### src/rtl/w80386_bus_arbiter.sv
// Two-master arbiter for the core memory bus: prefetch (m0) and data unit (m1), one
// transaction at a time with a watchdog. W80386_BUS_ARBITER_ROUND_ROBIN_EN selects alternation.
module w80386_bus_arbiter #(
    parameter int ADDR_WIDTH     = 32,
    parameter int DATA_WIDTH     = 32,
    parameter int TIMEOUT_CYCLES = 255
) (
    input  logic                  clock,
    input  logic                  reset,

    input  logic                  m0_vaild,
    input  logic                  m0_write_enable,
    input  logic [ADDR_WIDTH-1:0] m0_address,
    input  logic [DATA_WIDTH-1:0] m0_write_data,
    output logic                  m0_ready,
    output logic [DATA_WIDTH-1:0] m0_read_data,
    output logic                  m0_error,

    input  logic                  m1_vaild,
    input  logic                  m1_write_enable,
    input  logic [ADDR_WIDTH-1:0] m1_address,
    input  logic [DATA_WIDTH-1:0] m1_write_data,
    output logic                  m1_ready,
    output logic [DATA_WIDTH-1:0] m1_read_data,
    output logic                  m1_error,

    output logic                  bus_vaild,
    input  logic                  bus_ready,
    output logic                  bus_write_enable,
    output logic [ADDR_WIDTH-1:0] bus_address,
    output logic [DATA_WIDTH-1:0] bus_write_data,
    input  logic [DATA_WIDTH-1:0] bus_read_data,

    output logic                  grant_owner
);

    typedef enum logic [1:0] {
        IDLE = 2'd0,
        BUS  = 2'd1,
        RESP = 2'd2
    } state_t;

    localparam logic [15:0] TERM_CNT = 16'(TIMEOUT_CYCLES - 1);

    state_t                state_q, state_d;
    logic [15:0]           cnt_q, cnt_d;
    logic                  grant_q, grant_d;
    logic                  bus_vaild_q, bus_vaild_d;
    logic                  bus_we_q, bus_we_d;
    logic [ADDR_WIDTH-1:0] bus_addr_q, bus_addr_d;
    logic [DATA_WIDTH-1:0] bus_wdata_q, bus_wdata_d;
    logic                  m0_ready_q, m0_ready_d;
    logic                  m1_ready_q, m1_ready_d;
    logic [DATA_WIDTH-1:0] m0_rdata_q, m0_rdata_d;
    logic [DATA_WIDTH-1:0] m1_rdata_q, m1_rdata_d;
    logic                  m0_err_q, m0_err_d;
    logic                  m1_err_q, m1_err_d;

    logic any_req;
    logic winner;
    logic timeout_hit;
    logic done;

    assign any_req = m0_vaild | m1_vaild;

`ifdef W80386_BUS_ARBITER_ROUND_ROBIN_EN
    // A tie goes to whoever did not own the bus last, so neither master starves.
    assign winner = (m0_vaild && m1_vaild) ? ~grant_q : m1_vaild;
`else
    // Data unit beats prefetch on a tie; prefetch may starve under sustained m1 traffic.
    assign winner = m1_vaild;
`endif

    // A bus_ready on the terminal count still completes normally.
    assign timeout_hit = (cnt_q == TERM_CNT) && !bus_ready;
    assign done        = bus_ready || timeout_hit;

    // NOTE: every register updates with <= so all _q values change together at the edge,
    // and the asynchronous reset drops any in-flight transaction without a ready pulse.
    always_ff @(posedge clock or negedge reset) begin
        if (!reset) begin
            state_q     <= IDLE;
            cnt_q       <= '0;
            grant_q     <= 1'b0;
            bus_vaild_q <= 1'b0;
            bus_we_q    <= 1'b0;
            bus_addr_q  <= '0;
            bus_wdata_q <= '0;
            m0_ready_q  <= 1'b0;
            m1_ready_q  <= 1'b0;
            m0_rdata_q  <= '0;
            m1_rdata_q  <= '0;
            m0_err_q    <= 1'b0;
            m1_err_q    <= 1'b0;
        end else begin
            state_q     <= state_d;
            cnt_q       <= cnt_d;
            grant_q     <= grant_d;
            bus_vaild_q <= bus_vaild_d;
            bus_we_q    <= bus_we_d;
            bus_addr_q  <= bus_addr_d;
            bus_wdata_q <= bus_wdata_d;
            m0_ready_q  <= m0_ready_d;
            m1_ready_q  <= m1_ready_d;
            m0_rdata_q  <= m0_rdata_d;
            m1_rdata_q  <= m1_rdata_d;
            m0_err_q    <= m0_err_d;
            m1_err_q    <= m1_err_d;
        end
    end

    // NOTE: each combinational block assigns every output a default first, so no path
    // through the case statement can leave a latch behind.
    always_comb begin
        state_d = state_q;
        case (state_q)
            IDLE:    if (any_req) state_d = BUS;
            BUS:     if (done)    state_d = RESP;
            RESP:    state_d = IDLE;
            default: state_d = IDLE;
        endcase
    end

    always_comb begin
        cnt_d       = cnt_q;
        grant_d     = grant_q;
        bus_vaild_d = bus_vaild_q;
        bus_we_d    = bus_we_q;
        bus_addr_d  = bus_addr_q;
        bus_wdata_d = bus_wdata_q;
        m0_ready_d  = 1'b0;
        m1_ready_d  = 1'b0;
        m0_rdata_d  = m0_rdata_q;
        m1_rdata_d  = m1_rdata_q;
        m0_err_d    = 1'b0;
        m1_err_d    = 1'b0;

        case (state_q)
            IDLE: begin
                cnt_d = '0;
                if (any_req) begin
                    grant_d     = winner;
                    bus_vaild_d = 1'b1;
                    bus_we_d    = winner ? m1_write_enable : m0_write_enable;
                    bus_addr_d  = winner ? m1_address      : m0_address;
                    bus_wdata_d = winner ? m1_write_data   : m0_write_data;
                end
            end
            BUS: begin
                if (done) begin
                    bus_vaild_d = 1'b0;
                    // Ready, data and error are loaded here so they appear during RESP.
                    if (grant_q) begin
                        m1_ready_d = 1'b1;
                        m1_rdata_d = bus_ready ? bus_read_data : '1;
                        m1_err_d   = ~bus_ready;
                    end else begin
                        m0_ready_d = 1'b1;
                        m0_rdata_d = bus_ready ? bus_read_data : '1;
                        m0_err_d   = ~bus_ready;
                    end
                end else begin
                    cnt_d = cnt_q + 16'd1;
                end
            end
            RESP: begin
                cnt_d = '0;
            end
            default: begin
                cnt_d = '0;
            end
        endcase
    end

    assign m0_ready         = m0_ready_q;
    assign m0_read_data     = m0_rdata_q;
    assign m0_error         = m0_err_q;
    assign m1_ready         = m1_ready_q;
    assign m1_read_data     = m1_rdata_q;
    assign m1_error         = m1_err_q;
    assign bus_vaild        = bus_vaild_q;
    assign bus_write_enable = bus_we_q;
    assign bus_address      = bus_addr_q;
    assign bus_write_data   = bus_wdata_q;
    assign grant_owner      = grant_q;

endmodule

### config.mk
export PLATFORM = sky130hd
export DESIGN_NAME = w80386_bus_arbiter
export DESIGN_NICKNAME = d
export VERILOG_FILES = /design/src/rtl/w80386_bus_arbiter.sv
export SDC_FILE = /design/constraint.sdc
export NUM_CORES = 1
export LEC_CHECK = 0
export CAP_MARGIN = 10
export CORE_ASPECT_RATIO = 0.8
export CORE_MARGIN = 3
export CORE_UTILIZATION = 38
export DETAILED_ROUTE_END_ITERATION = 8
export GPL_ROUTABILITY_DRIVEN = 0
export MAX_ROUTING_LAYER = met4
export PLACE_DENSITY = 0.78
export SLEW_MARGIN = 10
export SYNTH_ARGS = -nofsm -noshare
export SYNTH_HDL_FRONTEND = slang
export SYNTH_SLANG_ARGS = --single-unit
export TNS_END_PERCENT = 5
### constraint.sdc
create_clock -name clock -period 2.22 [get_ports clock]
set_input_delay 0.666 -clock clock [delete_from_list [all_inputs] [get_ports clock]]
set_output_delay 0.666 -clock clock [all_outputs]
set_load 0.1 [all_outputs]
==> flow_metrics.env, run 1 <==
export IMPL_status="finished, violations left"
export IMPL_violations="setup timing"
export IMPL_grt_max_degree=67
export IMPL_r2r_slack_ns=-0.12
export IMPL_worstHoldPathType="in2async"
export IMPL_insertion_delay_ns=0.42
export IMPL_cts_tree="yes"
export IMPL_synthFlopType="dfrtp_1"
export IMPL_gr_total_overflow=0
export IMPL_fin_worst_skew_ns=0.0101
export IMPL_synth_avg_cell_area_um2=11.4
export IMPL_r2r_worst_path_cells=8
export IMPL_layout_nets=1066
export IMPL_max_cap_violations=0
export IMPL_wl_um=20700
export IMPL_grt_pass1_wl_um=30500
export IMPL_r2r_start="cnt_q[0]"
export IMPL_synth_async_reset_ratio_pct=100
export IMPL_via_per_inst=5.04
export IMPL_drive_gt1_share_pct=30.8
export IMPL_period_share_pct=105
export IMPL_htreeDepth=4
export IMPL_via_count=5695
export IMPL_area_growth_syn_to_layout_pct=64.9
export IMPL_hold_viol_final=0
export IMPL_end_kind="register"
export IMPL_first_global_vias=5653
export IMPL_root_buffer="clkbuf_16"
export IMPL_antenna_found_initial=0
export IMPL_post_place_ws_ns=-0.151
export IMPL_grt_busiest_layer="met2"
export IMPL_syn_num_nets=744
export IMPL_cts_made_buffers=17
export IMPL_path_clk_slew_ns=0.08
export IMPL_syn_cell_area_um2=6560
export IMPL_grt_use_met3_pct=6.12
export IMPL_max_stage_delay_ns=0.55
export IMPL_dieArea_um2=18900
export IMPL_dr_pass1_iters=4
export IMPL_ioPinCount=302
export IMPL_synth_seq_cells=153
export IMPL_ctsHoldBuffers=0
export IMPL_die_width_um=153
export IMPL_crit_chain="inv_2 > ha_4 > or4b_4 > or4_4 > a21boi_4 > buf_6 > buf_16 > a2bb2oi_1"
export IMPL_r2r_end="m0_read_data[31]"
export IMPL_ys_seq_area_share_pct=58.4
export IMPL_maxSlewViolCount=0
export IMPL_synth_warnings=0
export IMPL_fp_dieH_um=124
export IMPL_dp_cells=1086
export IMPL_final_cell_mix="clkdlybuf4s50_1, buf_4, dfrtp_1, nor2_1, a21oi_1"
export IMPL_ant_nets=0
export IMPL_cts_path_max_buffers=2
export IMPL_synthDistinctLibCells=43
export IMPL_synthCells=575
export IMPL_row_count=42
export IMPL_critical_path_required_ns=2.56
export IMPL_path_class="reg2reg"
export IMPL_grt_use_met2_pct=33.7
export IMPL_setup_viol=64
export IMPL_track_usage_pct=21.0
export IMPL_use_met1_pct=26.4
export IMPL_grt_setup_unrepaired="yes"
export IMPL_stdcell_count=1130
export IMPL_antenna_cells=0
export IMPL_mostFrequentLayoutCell="clkdlybuf4s50_1"
export IMPL_fin_ws_ns=-0.122
export IMPL_synth_edf_count=0
export IMPL_relSlewSlack_pct=62.3
export IMPL_portBuffers=301
export IMPL_cts_sinks=153
export IMPL_worst_slew_pin_slew_ns=0.565
export IMPL_cp_max_fo=14
export IMPL_post_route_min_period_ns=2.34
export IMPL_fmax_mhz=427
export IMPL_wl_per_cell_um=18.3
export IMPL_core_area_um2=16700
export IMPL_initialDrtViolationCount=195
export IMPL_start_kind="register"
export IMPL_worstPathArrival_ns=2.68
export IMPL_dpl_hpwl_um=14200
export IMPL_initial_core_util_pct=39.3
export IMPL_drc=0
export IMPL_crit_slowest_cell="or4_4"
-- metrics by stage --
| step | hold slack (ns) | area, um^2 | utilization [%] | setup TNS [ns] |
|---|---|---|---|---|
| 2_1_floorplan | 0.370 | 6560 | - | -3.40 |
| 3_3_place_gp | 0.509 | 9670 | 57.9 | -3.05 |
| 3_5_place_dp | 0.516 | 9670 | 57.9 | -6.21 |
| 4_1_cts | 0.205 | 10300 | 61.8 | -1.37 |
| 5_1_grt | 0.228 | 10800 | 64.7 | -8.11 |
| 6_report | 0.201 | 10800 | 64.7 | -4.88 |
-- per-layer routing --
metal  part of all wire, %  vias up  routed length [um]
met5                     0        -                   0
met3                   6.3       24                1310
met2                    50      208               10400
met1                    42     2739                8750
li1                      -     2724                   -
met4                   1.5        0                 318
-- area by class of cell --
class | instances | area (um^2)
fillers | 1329 | 5890
flip-flops and latches | 153 | 3830
repair buffers | 345 | 3250
multi-input cells | 376 | 2860
clock buffers | 17 | 425
well taps | 220 | 275
clock inverters | 15 | 169
inverters | 4 | 15.0
-- cells by family after synthesis --
kind of cell    Yosys count  share of synthesized area [%]
simple gates            147                           10.1
mux                      66                           10.1
compound gates          157                           17.0
fa+ha+maj                 2                          0.381
flops                   153                           58.4
xor+xnor                  4                          0.534
buf+inv                  46                           3.45
-- worst max-delay path by stage --
| stage | start | end | slack (ns) | depth (start not counted) |
|---|---|---|---|---|
| 3_3_place_gp | cnt_q[0] | m0_read_data[24] | -0.06 | 7 |
| 6_report | cnt_q[0] | m0_read_data[31] | -0.12 | 8 |
| 5_1_grt | cnt_q[0] | m1_read_data[5] | -0.17 | 8 |
| 2_1_floorplan | cnt_q[0] | m0_read_data[22] | -0.07 | 8 |
| 3_5_place_dp | cnt_q[0] | m0_read_data[27] | -0.15 | 7 |
| 4_1_cts | cnt_q[0] | m0_read_data[24] | -0.06 | 8 |
-- flip-flops by register name, summed over array words and instances, names as in the netlist, 2 cells and up --
signal          count
cnt_q              16
bus_write_data     32
bus_address        32
m1_read_data       32
state_q             2
m0_read_data       32
-- worst max-delay path, delay by kind of cell (launching register included) --
family,cells,cell delay (ns)
AOI/OAI and AO/OA,2,0.37
adders and majority gates,1,0.12
buffers and inverters,3,0.37
DFF,1,0.39
and+or+nand+nor,2,1.01
-- Yosys cell counts (2+ instances only) --
cell | count | area share [%]
clkbuf_1 | 29 | 1.7
nand4_1 | 3 | 0.29
inv_1 | 3 | 0.17
xnor2_1 | 4 | 0.53
buf_6 | 7 | 1.2
nor4_1 | 4 | 0.38
or3_1 | 3 | 0.29
dfrtp_1 | 153 | 58
a21boi_4 | 2 | 0.57
and4_1 | 2 | 0.27
nor2_1 | 107 | 6.1
a2bb2oi_2 | 4 | 0.92
mux2i_1 | 65 | 9.9
buf_1 | 5 | 0.29
ha_1 | 2 | 0.38
a2bb2oi_1 | 60 | 8.0
nand2_1 | 6 | 0.34
nor3_1 | 2 | 0.15
o21ai_0 | 4 | 0.31
a31oi_1 | 2 | 0.19
a41o_1 | 2 | 0.31
or4_1 | 5 | 0.57
nand2b_1 | 2 | 0.19
and2_1 | 2 | 0.19
o31ai_1 | 4 | 0.46
a21oi_1 | 74 | 5.6
nand3_1 | 3 | 0.23
-- repair_timing --
action,in CTS,in global routing
resized for setup,3,58
hold endpoints to repair,0,0
cloned,1,5
pin swaps,2,4
buffers inserted,2,4
endpoints found under the setup margin,64,74
Power of run 1 is left out: the tool's default activity adds up to more than one toggle a clock period on the data nets, which glitch-free logic cannot reach.
==> run 2: changes to the inputs <==
CTS_CLUSTER_SIZE = 40   (was unset)
TNS_END_PERCENT = unset   (was 5)
==> run 2 against run 1 <==
The run still ends with setup timing left. Die area is the same. Maximum frequency about the same. Routed wire length grew 0.52%. Global-route usage unchanged. Utilization grew 0.31 points. Critical path depth stayed put. Clock skew down 0.00055 ns. Worst hold slack improved by 0.0067 ns. Design area rose by 0.49%. Non-clock buffer count up 3. Flip-flop and latch count is the same. Via count up 0.18%. Critical endpoint is now m1_read_data[5]. Highest routed layer unchanged.
==> flow_metrics.env, run 2 (synthesized netlist as in run 1, its figures left out) <==
export IMPL_worstPathArrival_ns=2.68
export IMPL_antenna_cells=0
export IMPL_dieArea_um2=18900
export IMPL_wl_um=20800
export IMPL_mostFrequentLayoutCell="clkdlybuf4s50_1"
export IMPL_path_class="reg2reg"
export IMPL_relSlewSlack_pct=60.7
export IMPL_fin_worst_skew_ns=0.00957
export IMPL_period_share_pct=106
export IMPL_max_cap_violations=0
export IMPL_cts_tree="yes"
export IMPL_grt_setup_unrepaired="yes"
export IMPL_wl_per_cell_um=18.4
export IMPL_max_stage_delay_ns=0.55
export IMPL_worstHoldPathType="in2async"
export IMPL_setup_viol=64
export IMPL_maxSlewViolCount=0
export IMPL_ctsHoldBuffers=0
export IMPL_dpl_hpwl_um=14200
export IMPL_path_clk_slew_ns=0.07
export IMPL_finalSetupTns_ns=-4.69
export IMPL_core_area_um2=16700
export IMPL_worst_slew_pin_slew_ns=0.590
export IMPL_initial_core_util_pct=39.3
export IMPL_gr_total_overflow=0
export IMPL_final_cell_mix="clkdlybuf4s50_1, buf_4, dfrtp_1, nor2_1, a21oi_1"
export IMPL_end_kind="register"
export IMPL_cp_max_fo=8
export IMPL_cts_path_max_buffers=2
export IMPL_via_per_inst=5.04
export IMPL_grt_pass1_wl_um=30500
export IMPL_r2r_slack_ns=-0.12
export IMPL_hold_viol_final=0
export IMPL_die_width_um=153
export IMPL_first_global_vias=5653
export IMPL_grt_max_degree=67
export IMPL_ioPinCount=302
export IMPL_track_usage_pct=21.0
export IMPL_htreeDepth=4
export IMPL_critical_path_required_ns=2.56
export IMPL_layout_nets=1069
export IMPL_cts_sinks=153
export IMPL_portBuffers=301
export IMPL_crit_slowest_cell="or4_4"
export IMPL_dr_pass1_iters=4
export IMPL_drive_gt1_share_pct=31.2
export IMPL_fmax_mhz=427
export IMPL_crit_chain="inv_2 > ha_4 > or4b_4 > or4_4 > a21boi_4 > buf_12 > clkbuf_16 > a2bb2oi_2"
export IMPL_row_count=42
export IMPL_post_route_min_period_ns=2.34
export IMPL_drc=0
export IMPL_fp_dieH_um=124
export IMPL_antenna_found_initial=0
export IMPL_start_kind="register"
export IMPL_area_growth_syn_to_layout_pct=65.7
export IMPL_fin_ws_ns=-0.123
export IMPL_status="finished, violations left"
export IMPL_via_count=5705
export IMPL_insertion_delay_ns=0.42
export IMPL_ant_nets=0
export IMPL_root_buffer="clkbuf_16"
export IMPL_cts_made_buffers=17
export IMPL_fin_util_pct=65.1
export IMPL_violations="setup timing"
export IMPL_initialDrtViolationCount=215
[run 2: changes by cell type in the layout (fill, tap and decap cells not counted)]
cell       before  now
clkbuf_16      21   22
a2bb2oi_2      57   59
a2bb2oi_1       7    5
buf_4         160  162
[run 2: layout make-up]
class,instances,area [um^2]
Clock inverter,15,169
Inverter,4,15.0
Tap cell,220,275
Clock buffer,17,425
Timing Repair Buffer,348,3290
Sequential cell,153,3830
Fill cell,1320,5840
Multi-Input combinational cell,376,2870
[run 2: path summary, 6_finish.rpt]
| path | start | to | cells past startpoint |
|---|---|---|---|
| worst max-delay path | cnt_q[0] | m1_read_data[5] | 8 |
| worst min-delay path | reset | bus_write_data[31] | 1 |
| worst max register to register | cnt_q[0] | m1_read_data[5] | 8 |
| worst min register to register | bus_vaild | bus_vaild | 1 |
| max in group asynchronous | reset | m0_read_data[17] | 2 |
| min in group clock | bus_vaild | bus_vaild | 1 |
[run 2: critical path, delay by kind of cell, from the launching register on]
family / cells / cell delay (ns)
DFF: 1 / 0.39
adders and majority gates: 1 / 0.12
AOI/OAI and AO/OA: 2 / 0.34
and+or+nand+nor: 2 / 1.01
buffers and inverters: 3 / 0.40
[run 2: repair_timing]
item,CTS,global route
pin swaps,2,4
endpoints found under the setup margin,64,74
resized for setup,3,60
hold endpoints to repair,0,0
setup buffers,2,6
gates cloned,1,6
[run 2: per-layer routing]
| layer | GRT usage [%] | part of all wire [%] | routed length, um |
|---|---|---|---|
| met3 | 6.12 | 5.9 | 1230 |
| met2 | 33.7 | 50 | 10400 |
| met1 | 26.4 | 43 | 8940 |
| met4 | 5.56 | 1.4 | 299 |
| met5 | - | 0 | 0 |
[run 2: stage by stage]
stage / area [um^2] / hold slack, ns / worst slack [ns] / std cells
detailed placement: 9670 / 0.516 / -0.151 / 1086
global placement: 9670 / 0.509 / -0.0630 / 1086
global route: 10900 / 0.227 / -0.167 / 1133
CTS: 10300 / 0.205 / -0.0560 / 1121
floorplan: 6560 / 0.370 / -0.0651 / 575
finish: 10900 / 0.208 / -0.123 / 1133
Power of run 2 is left out for the same reason.
